==> src/rtl/control_seq.sv <==
// Control sequencer for the 16-bit CPU datapath: fetch/decode/execute FSM driving
// datapath strobes and the memory read/write handshake.
module control_seq (
  input  logic        clk,
  input  logic        reset,
  input  logic [15:0] isr,
  input  logic        mem_ready,
  output logic [2:0]  funsel,
  output logic [2:0]  rsel,
  output logic        lsp,
  output logic        lpc,
  output logic        lmdr,
  output logic        lmar,
  output logic        lisr,
  output logic        ly,
  output logic        wrr,
  output logic        spmar,
  output logic        pcmar,
  output logic        mdrz,
  output logic        mdrm,
  output logic        tr,
  output logic        tsp,
  output logic        tpc,
  output logic        tmdr,
  output logic        tisr,
  output logic        sflag,
  output logic        cc,
  output logic        mem_rd,
  output logic        mem_wr,
  output logic        halted,
  output logic [4:0]  state
);

  typedef enum logic [4:0] {
    S_FETCH0 = 5'd0,  S_FETCH1 = 5'd1,  S_FETCH2 = 5'd2,  S_DECODE = 5'd3,
    S_BR0    = 5'd4,  S_BR1    = 5'd5,  S_AL0    = 5'd6,  S_AL1    = 5'd7,
    S_PU0    = 5'd8,  S_PU1    = 5'd9,  S_PU2    = 5'd10, S_PO0    = 5'd11,
    S_PO1    = 5'd12, S_PO2    = 5'd13, S_LI0    = 5'd14, S_LI1    = 5'd15,
    S_LI2    = 5'd16, S_HALT   = 5'd17
  } state_t;

  state_t cur;

  logic [3:0] op;
  logic [2:0] alu_fn;
  logic [2:0] rd;
  logic [2:0] rs;
  logic       unused_isr;

  assign op         = isr[15:12];
  assign alu_fn     = isr[11:9];
  assign rd         = isr[8:6];
  assign rs         = isr[5:3];
  assign unused_isr = &isr[2:0];

  always_ff @(posedge clk) begin
    if (reset) begin
      cur <= S_FETCH0;
    end else begin
      case (cur)
        S_FETCH0: cur <= S_FETCH1;
        S_FETCH1: if (mem_ready) cur <= S_FETCH2;
        S_FETCH2: cur <= S_DECODE;
        S_DECODE: begin
          case (op)
            4'd0, 4'd1, 4'd2, 4'd3, 4'd4,
            4'd5, 4'd6, 4'd7, 4'd8: cur <= S_BR0;
            4'd9:                   cur <= S_AL0;
            4'd10:                  cur <= S_PU0;
            4'd11:                  cur <= S_PO0;
            4'd12:                  cur <= S_LI0;
            4'd15:                  cur <= S_HALT;
            default:                cur <= S_FETCH0;
          endcase
        end
        S_BR0:  cur <= S_BR1;
        S_BR1:  cur <= S_FETCH0;
        S_AL0:  cur <= S_AL1;
        S_AL1:  cur <= S_FETCH0;
        S_PU0:  cur <= S_PU1;
        S_PU1:  cur <= S_PU2;
        S_PU2:  if (mem_ready) cur <= S_FETCH0;
        S_PO0:  cur <= S_PO1;
        S_PO1:  if (mem_ready) cur <= S_PO2;
        S_PO2:  cur <= S_FETCH0;
        S_LI0:  cur <= S_LI1;
        S_LI1:  if (mem_ready) cur <= S_LI2;
        S_LI2:  cur <= S_FETCH0;
        S_HALT: cur <= S_HALT;
        default: cur <= S_FETCH0;
      endcase
    end
  end

  // Moore decode of the state register; reset overrides everything combinationally
  // so the datapath sees no strobes even when reset lands mid-instruction.
  always_comb begin
    funsel = '0;  rsel  = '0;
    lsp    = 1'b0; lpc   = 1'b0; lmdr = 1'b0; lmar   = 1'b0; lisr   = 1'b0;
    ly     = 1'b0; wrr   = 1'b0; spmar = 1'b0; pcmar = 1'b0; mdrz   = 1'b0;
    mdrm   = 1'b0; tr    = 1'b0; tsp  = 1'b0; tpc    = 1'b0; tmdr   = 1'b0;
    tisr   = 1'b0; sflag = 1'b0; cc   = 1'b0; mem_rd = 1'b0; mem_wr = 1'b0;
    halted = 1'b0;
    state  = '0;
    if (!reset) begin
      state = cur;
      case (cur)
        S_FETCH0, S_LI0: begin
          pcmar = 1'b1; lmar = 1'b1;
        end
        S_FETCH1, S_LI1: begin
          mem_rd = 1'b1;
          if (mem_ready) begin
            mdrm = 1'b1; lmdr = 1'b1; tpc = 1'b1; funsel = 3'd6; lpc = 1'b1;
          end
        end
        S_FETCH2: lisr = 1'b1;
        S_BR0: begin
          tpc = 1'b1; ly = 1'b1;
        end
        S_BR1: begin
          tisr = 1'b1; funsel = 3'd2; lpc = 1'b1; cc = 1'b1;
        end
        S_AL0: begin
          tr = 1'b1; rsel = rs; ly = 1'b1;
        end
        S_AL1: begin
          tr = 1'b1; rsel = rd; funsel = alu_fn; wrr = 1'b1; sflag = 1'b1;
        end
        S_PU0: begin
          tsp = 1'b1; funsel = 3'd7; lsp = 1'b1;
        end
        S_PU1: begin
          spmar = 1'b1; lmar = 1'b1; tr = 1'b1; rsel = rd; funsel = 3'd1;
          mdrz = 1'b1; lmdr = 1'b1;
        end
        S_PU2: mem_wr = 1'b1;
        S_PO0: begin
          spmar = 1'b1; lmar = 1'b1;
        end
        S_PO1: begin
          mem_rd = 1'b1;
          if (mem_ready) begin
            mdrm = 1'b1; lmdr = 1'b1; tsp = 1'b1; funsel = 3'd6; lsp = 1'b1;
          end
        end
        S_PO2, S_LI2: begin
          tmdr = 1'b1; funsel = 3'd1; rsel = rd; wrr = 1'b1;
        end
        S_HALT: halted = 1'b1;
        default: ;
      endcase
    end
  end

endmodule

==> config.mk <==
export PLATFORM = sky130hd
export DESIGN_NAME = control_seq
export DESIGN_NICKNAME = d
export VERILOG_FILES = /design/src/rtl/control_seq.sv
export SDC_FILE = /design/constraint.sdc
export NUM_CORES = 1
export LEC_CHECK = 0
export ABC_AREA = 1
export BUFFER_PORTS_ARGS = -buffer_cell sky130_fd_sc_hd__buf_4
export CAP_MARGIN = 25
export CORE_UTILIZATION = 41
export DETAILED_ROUTE_END_ITERATION = 6
export HOLD_SLACK_MARGIN = 0.06
export PLACE_DENSITY = 0.75
export SLEW_MARGIN = 5
export SYNTH_ARGS = -nofsm -noshare
export SYNTH_HDL_FRONTEND = slang
export SYNTH_SLANG_ARGS = --single-unit
==> constraint.sdc <==
create_clock -name clk -period 1.55 [get_ports clk]
set_input_delay 0.0775 -clock clk [delete_from_list [all_inputs] [get_ports clk]]
set_output_delay 0.0775 -clock clk [all_outputs]
set_load 0.03 [all_outputs]
==> impl_metrics.csv, run 1 <==
group,metric,value,unit
drt,drc_errors,0,
worst_setup_path,cp-start-kind,"flip-flop",
sta,finalSetupViolCount,28,
finish,multi_input_comb_area,807,sq um
placement,post_dp_cell_area,1250,sq um
worst_setup_path,cp.required,1.47,ns
worst_setup_path,worstPathMaxFanout,7,
worst_setup_path,critPathCaptureType,"primary output",
min_path,hold_path.class,"in2reg",
global_route,overflow,0,
yosys,yosys_register_bits,5,
yosys,yosysMostFrequentCell,"nand2_1",
die,fp.dieArea,2110,sq um
yosys,synthesis.nets,176,
worst_setup_path,worstSetupPathType,"reg2out",
yosys,synth_area,792,sq um
finish,top_regs,"cur: 5 flops",
global_route,first_global_vias,1329,
cts,cts_sinks,5,
cts,clk_pin_slew_worst_paths,0.05,ns
yosys,yosys-top-cells-area,"nand2_1 (20%), nand3_1 (14%), nor2_1 (13%), dfxtp_1 (13%), a21oi_1 (8.2%)",
yosys,synth_common_cells,"nand2_1 (43), nor2_1 (28), nand3_1 (22)",
run_status,failed_checks,"negative setup slack",
global_route,grt_start_max_net_pins,33,
yosys,avgSynthCellArea,5.04,sq um
drt,num_vias,1692,
drt,ant_nets,0,
sta,max_slew_margin,73.7,%
yosys,ys.flop_type,"dfxtp_1",
drt,wire_per_inst,21.5,um
finish,largest_reg_flops,5,
drt,drt-total-wl,5.54,mm
pwr,leakagePower,0.887,nW
die,die_w,46.0,um
global_route,antenna_found_initial,0,
finish,num_antenna_cells,0,
sta,rsz0062_at_grt,"true",
job,drv_cap,0,
drt,drtIter0Drc,241,
sta,worst_slew_pin_slew,0.394,ns
finish,syn2layout_area_growth,116,%
placement,place.port_buffers,47,
pwr,power,1.72,mW
sta,fin_skew,0.00590,ns
placement,place.gp.congestion,0.956,
cts,cts.path.max_buffers,2,
die,rows,15,
global_route,grt_first_pass_wirelength,6.18,mm
pwr,powerDensity,1010,nW/um^2
die,coreArea,1760,sq um
worst_setup_path,worstPathArrival,1.72,ns
cts,cts-root-buf,"clkbuf_4",
finish,final_area,1710,sq um
cts,cts.hold.buffers_added,0,
die,initial_core_util,44.9,%
cts,h-tree-depth,1,
yosys,yosysSeqAreaShare,12.6,%
sta,fin_crit_sh,116,%
finish,fillers,32,
pwr,ir_worst_vdd,0.000782,V
sta,max_freq,555,MHz
die,io-pin-count,51,
drt,first_pass_iters,7,
run_status,outcome,"finished with violations",
global_route,gr-usage-all-layers,41.4,%
yosys,async_reset_ff_share,0,%
finish,fin_nets,253,
die,die_h,46.0,um
yosys,yosys.area.top_type,"nand2_1",
yosys,synth_cells,157,
drt,viasPerCell,6.56,
finish,drive_gt1_share,65.2,%
sta,slew_violations,0,
yosys,yosysWarnings,0,
cts,cts_tree,"yes",
placement,dp_hpwl,2.42,mm
sta,setup_ws,-0.251,ns
yosys,synth_enable_flop_cells,0,
finish,seq_area,116,sq um
sta,min_period,1.80,ns
finish,regMostFlops,"cur",
yosys,synth_cell_types,23,
sta,final_hold_viol_count,0,
cts,cts_made_buffers,3,
cts,clk-insertion-delay-late,0.27,ns
yosys,yosysTopAreaCellShare,20.4,%
==> power breakdown <==
part	switching [mW]	internal, mW	total (mW)	leakage, nW
combinational	0.829	0.457	1.29	0.828
sequential	0.0881	0.174	0.262	0.0441
clock	0.0717	0.0985	0.170	0.0150
==> cell usage in the layout, fill, tap and decap left out, types with 2 or more instances in the layout <==
master,n
nor2_2,6
nor2_4,9
nor3_1,3
dfxtp_4,4
buf_4,62
inv_2,10
nand2_4,5
nand2_2,12
clkbuf_4,3
o21ai_0,2
inv_1,7
nand2_1,27
o21a_1,2
nand3_2,7
a21oi_2,10
o21ai_1,2
nand3_1,15
a31oi_1,3
a21oi_1,3
buf_6,17
nor2_1,15
==> what timing repair did <==
action | 4_1_cts | 5_1_grt
endpoints found under the setup margin | 21 | 30
pin swaps | 16 | 12
setup buffers | 17 | 3
gates resized for setup | 42 | 46
==> area by class of cell <==
| class | instances | share of cell area (%) |
|---|---|---|
| multi-input cells | 127 | 47.3 |
| repair buffers | 79 | 38.5 |
| clock buffers | 4 | 1.54 |
| inverters | 18 | 4.10 |
| flip-flops and latches | 5 | 6.81 |
| well taps | 25 | 1.83 |
==> cells by family after synthesis <==
group           share of synthesized area, %
buf+inv                                 13.9
compound gates                          16.4
simple gates                            57.0
flops                                   12.6
==> path summary, 6_finish.rpt <==
path / start / end / slack (ns) / cells past startpoint
hold reg to reg: cur[3] / cur[3] / 0.75 / 4
setup reg to reg: cur[2] / cur[0] / -0.06 / 10
setup / recovery: cur[0] / lmdr / -0.25 / 7
hold / removal: isr[14] / cur[4] / 0.19 / 3
==> stage by stage <==
stage	instances	worst slack, ns	utilization [%]	hold WS (ns)	setup TNS [ns]
after detailed placement	234	-0.0140	71.1	0.469	-0.0140
after floorplan	157	-0.122	-	0.272	-0.359
after global placement	234	0.0524	71.1	0.434	0
after CTS	255	-0.105	86.6	0.213	-0.917
after global routing	258	-0.316	96.8	0.226	-4.37
final	258	-0.251	96.8	0.192	-3.71
==> routing by layer <==
layer  vias up  track usage, %  share of wire (%)
met5         -               0                  0
met4         0            24.7                8.5
met3        74            9.52                 15
met2       205            67.3                 44
met1       751            48.7                 32
li1        662               -                  -
==> worst max-delay path: stages (launching register included) <==
cell     delay (ns)
dfxtp_4        0.40
nor2_2         0.21
buf_4          0.22
nand2_1        0.12
nand3_2        0.11
nand2_4        0.08
a21oi_2        0.17
buf_6          0.15
No activity file was read; power rests on OpenSTA's default activity.
==> inputs of run 2 (changes only) <==
--- a/config.mk
+++ b/config.mk
@@ -12,6 +12,7 @@
 export DETAILED_ROUTE_END_ITERATION = 6
 export HOLD_SLACK_MARGIN = 0.06
 export PLACE_DENSITY = 0.75
+export SETUP_SLACK_MARGIN = 0.15
 export SLEW_MARGIN = 5
 export SYNTH_ARGS = -nofsm -noshare
 export SYNTH_HDL_FRONTEND = slang
==> run 2 against run 1 <==
The flow now stops in global routing. Synthesized cell count is the same. Area after synthesis stayed put.
==> impl_metrics.csv, run 2 <==
group,metric,value,unit
yosys,yosys.area.top_type,"nand2_1",
yosys,avgSynthCellArea,5.04,sq um
yosys,yosysMostFrequentCell,"nand2_1",
yosys,synthesis.nets,176,
die,die_h,46.0,um
run_status,outcome,"did not finish",
cts,cts_sinks,5,
yosys,yosysTopAreaCellShare,20.4,%
yosys,synth_enable_flop_cells,0,
cts,cts.hold.buffers_added,0,
yosys,synth_area,792,sq um
yosys,yosysWarnings,0,
die,io-pin-count,51,
sta,worstEndpointGrtRepair,"lmdr",
cts,cts_made_buffers,3,
placement,place.gp.congestion,0.954,
yosys,yosys-top-cells-area,"nand2_1 (20%), nand3_1 (14%), nor2_1 (13%), dfxtp_1 (13%), a21oi_1 (8.2%)",
yosys,yosys_register_bits,5,
die,initial_core_util,44.9,%
placement,pre_cts_ws,0.0147,ns
sta,worst_path_end_type,"top-level output",
cts,cts-root-buf,"clkbuf_4",
global_route,grt_start_max_net_pins,33,
run_status,firstError,"[ERROR DPL-0038] Utilization greater than 100%, impossible to legalize",
placement,dp_hpwl,2.35,mm
cts,cts.path.max_buffers,2,
die,rows,15,
die,die_w,46.0,um
run_status,stop_stage,"global routing",
yosys,synth_common_cells,"nand2_1 (43), nor2_1 (28), nand3_1 (22)",
cts,h-tree-depth,1,
yosys,ys.flop_type,"dfxtp_1",
placement,place.port_buffers,47,
yosys,async_reset_ff_share,0,%
yosys,synth_cells,157,
yosys,yosysSeqAreaShare,12.6,%
yosys,synth_cell_types,23,
## run 2: cell families after synthesis
group / after synthesis / synth area share (%)
buffers and inverters: 25 / 13.9
DFF: 5 / 12.6
AOI/OAI and AO/OA: 24 / 16.4
and+or+nand+nor: 103 / 57.0
## run 2: per-stage QoR
stage               cell area [sq um]  utilization [%]  cells
floorplan                         928                -    157
global placement                 1390             78.7    238
detailed placement               1390             78.7    238
CTS                              1650             93.7    249
## run 2: timing repair
| action | 4_1_cts |
|---|---|
| pin swaps | 17 |
| hold endpoints to repair | 0 |
| gates resized for setup | 58 |
| buffers inserted | 7 |
| endpoints found under the setup margin | 27 |
==> inputs of run 3 (changes only) <==
--- a/config.mk
+++ b/config.mk
@@ -8,11 +8,10 @@
 export ABC_AREA = 1
 export BUFFER_PORTS_ARGS = -buffer_cell sky130_fd_sc_hd__buf_4
 export CAP_MARGIN = 25
-export CORE_UTILIZATION = 41
+export CORE_AREA = 2 2 63 65
 export DETAILED_ROUTE_END_ITERATION = 6
-export HOLD_SLACK_MARGIN = 0.06
-export PLACE_DENSITY = 0.75
-export SETUP_SLACK_MARGIN = 0.15
+export DIE_AREA = 0 0 65 67
+export PLACE_DENSITY_LB_ADDON = 0.15
 export SLEW_MARGIN = 5
 export SYNTH_ARGS = -nofsm -noshare
 export SYNTH_HDL_FRONTEND = slang
==> run 3 against run 2 <==
The flow now finishes, with violations (negative setup slack).
==> impl_metrics.csv, run 3 (same netlist as run 1, synthesis figures left out) <==
group,metric,value,unit
finish,drive_gt1_share,57.3,%
worst_setup_path,worstPathMaxFanout,5,
cts,clk_pin_slew_worst_paths,0.04,ns
cts,cts_tree,"yes",
job,drv_cap,0,
drt,drtIter0Drc,14,
worst_setup_path,worstPathArrival,1.56,ns
sta,setup_ws,-0.0914,ns
die,io-pin-count,51,
drt,ant_nets,0,
finish,largest_reg_flops,5,
sta,rsz0062_at_grt,"true",
finish,num_antenna_cells,0,
cts,cts_sinks,5,
cts,cts-root-buf,"clkbuf_8",
placement,place.gp.congestion,0.841,
global_route,grt_start_max_net_pins,33,
cts,h-tree-depth,1,
drt,viasPerCell,4.46,
drt,num_vias,1249,
finish,fillers,403,
drt,drc_errors,0,
cts,clk-insertion-delay-late,0.22,ns
sta,fin_skew,0.000609,ns
run_status,failed_checks,"negative setup slack",
pwr,ir_worst_vdd,0.000701,V
cts,cts.path.max_buffers,2,
worst_setup_path,worstSetupPathType,"reg2out",
die,fp.dieArea,4360,sq um
drt,wire_per_inst,11.9,um
die,die_h,67,um
global_route,antenna_found_initial,0,
global_route,gr-usage-all-layers,14.7,%
sta,min_period,1.64,ns
sta,fin_tns_setup,-0.734,ns
run_status,outcome,"finished with violations",
finish,top_regs,"cur: 5 flops",
die,die_w,65,um
drt,drt-total-wl,3.34,mm
sta,slew_violations,0,
pwr,leakagePower,0.844,nW
finish,final_common_cell,"buf_4",
sta,finalSetupViolCount,13,
placement,pre_cts_ws,-0.0350,ns
finish,utilization,46.8,%
sta,final_hold_viol_count,0,
finish,fin_nets,252,
pwr,powerDensity,939,nW/um^2
finish,final_cell_mix,"buf_4 (63), nand2_1 (31), nand3_1 (18), nor2_1 (18), buf_6 (15)",
global_route,first_global_vias,1143,
cts,cts_made_buffers,3,
drt,first_pass_iters,4,
min_path,hold_path.class,"in2reg",
worst_setup_path,cp-start-kind,"flip-flop",
die,rows,22,
finish,regMostFlops,"cur",
sta,worst_slew_pin_slew,0.412,ns
global_route,overflow,0,
placement,dp_hpwl,2.59,mm
placement,place.port_buffers,47,
global_route,grt_first_pass_wirelength,5.06,mm
sta,max_slew_margin,72.5,%
sta,fin_crit_sh,106,%
worst_setup_path,cp.required,1.47,ns
die,coreArea,3610,sq um
sta,max_freq,609,MHz
die,initial_core_util,22.0,%
finish,syn2layout_area_growth,113,%
worst_setup_path,critPathCaptureType,"primary output",
## run 3: timing repair
action                     in CTS  in global routing
cloned                          0                  0
buffers inserted                4                  5
hold buffers                    0                  0
pin swaps                       6                 13
setup endpoints to repair      24                 31
gates resized for setup        21                 43
## run 3: layout make-up
| cell class | instances | area (sq um) | share of cell area, % |
|---|---|---|---|
| clock buffer | 4 | 45.0 | 2.67 |
| inverter | 18 | 67.6 | 4.00 |
| multi-input combinational | 127 | 763 | 45.2 |
| sequential | 5 | 110 | 6.52 |
| tap | 48 | 60.1 | 3.56 |
| timing repair buffer | 78 | 642 | 38.0 |
## run 3: path summary, 6_finish.rpt
check | startpoint | to | slack, ns | cells past startpoint
setup / recovery | cur[2] | tsp | -0.09 | 6
hold / removal | isr[14] | cur[4] | 0.22 | 3
setup reg to reg | cur[2] | cur[1] | 0.03 | 10
hold reg to reg | cur[1] | cur[1] | 0.66 | 4
## run 3: critical path, cell delays in order (launching register included)
cell,delay (ns)
dfxtp_4,0.35
buf_6,0.12
nor3_4,0.29
nand2_2,0.15
buf_6,0.14
a21oi_4,0.14
buf_6,0.15
## run 3: where the power goes
part | total, mW | internal (mW) | switching [mW] | leakage, nW
logic | 1.12 | 0.464 | 0.659 | 0.779
registers | 0.223 | 0.165 | 0.0583 | 0.0430
clock network | 0.240 | 0.176 | 0.0633 | 0.0228
total | 1.59 | 0.805 | 0.780 | 0.844
## run 3: layer usage
| layer | track usage (%) | vias to the layer above | wire (um) |
|---|---|---|---|
| li1 | - | 662 | - |
| met1 | 18.6 | 548 | 1480 |
| met2 | 26.0 | 39 | 1670 |
| met3 | 1.69 | 0 | 187 |
| met4 | 4.52 | 0 | 0 |
| met5 | 0 | - | 0 |
## run 3: per-stage QoR
| stage | hold WS (ns) | power (mW) | area [sq um] | std cells |
|---|---|---|---|---|
| after global routing | 0.292 | 1.70 | 1690 | 280 |
| after floorplan | 0.272 | 0.731 | 823 | 157 |
| after detailed placement | 0.449 | 1.15 | 1370 | 268 |
| final | 0.223 | 1.59 | 1690 | 280 |
| after global placement | 0.435 | 1.15 | 1370 | 268 |
| after CTS | 0.224 | 1.45 | 1510 | 276 |
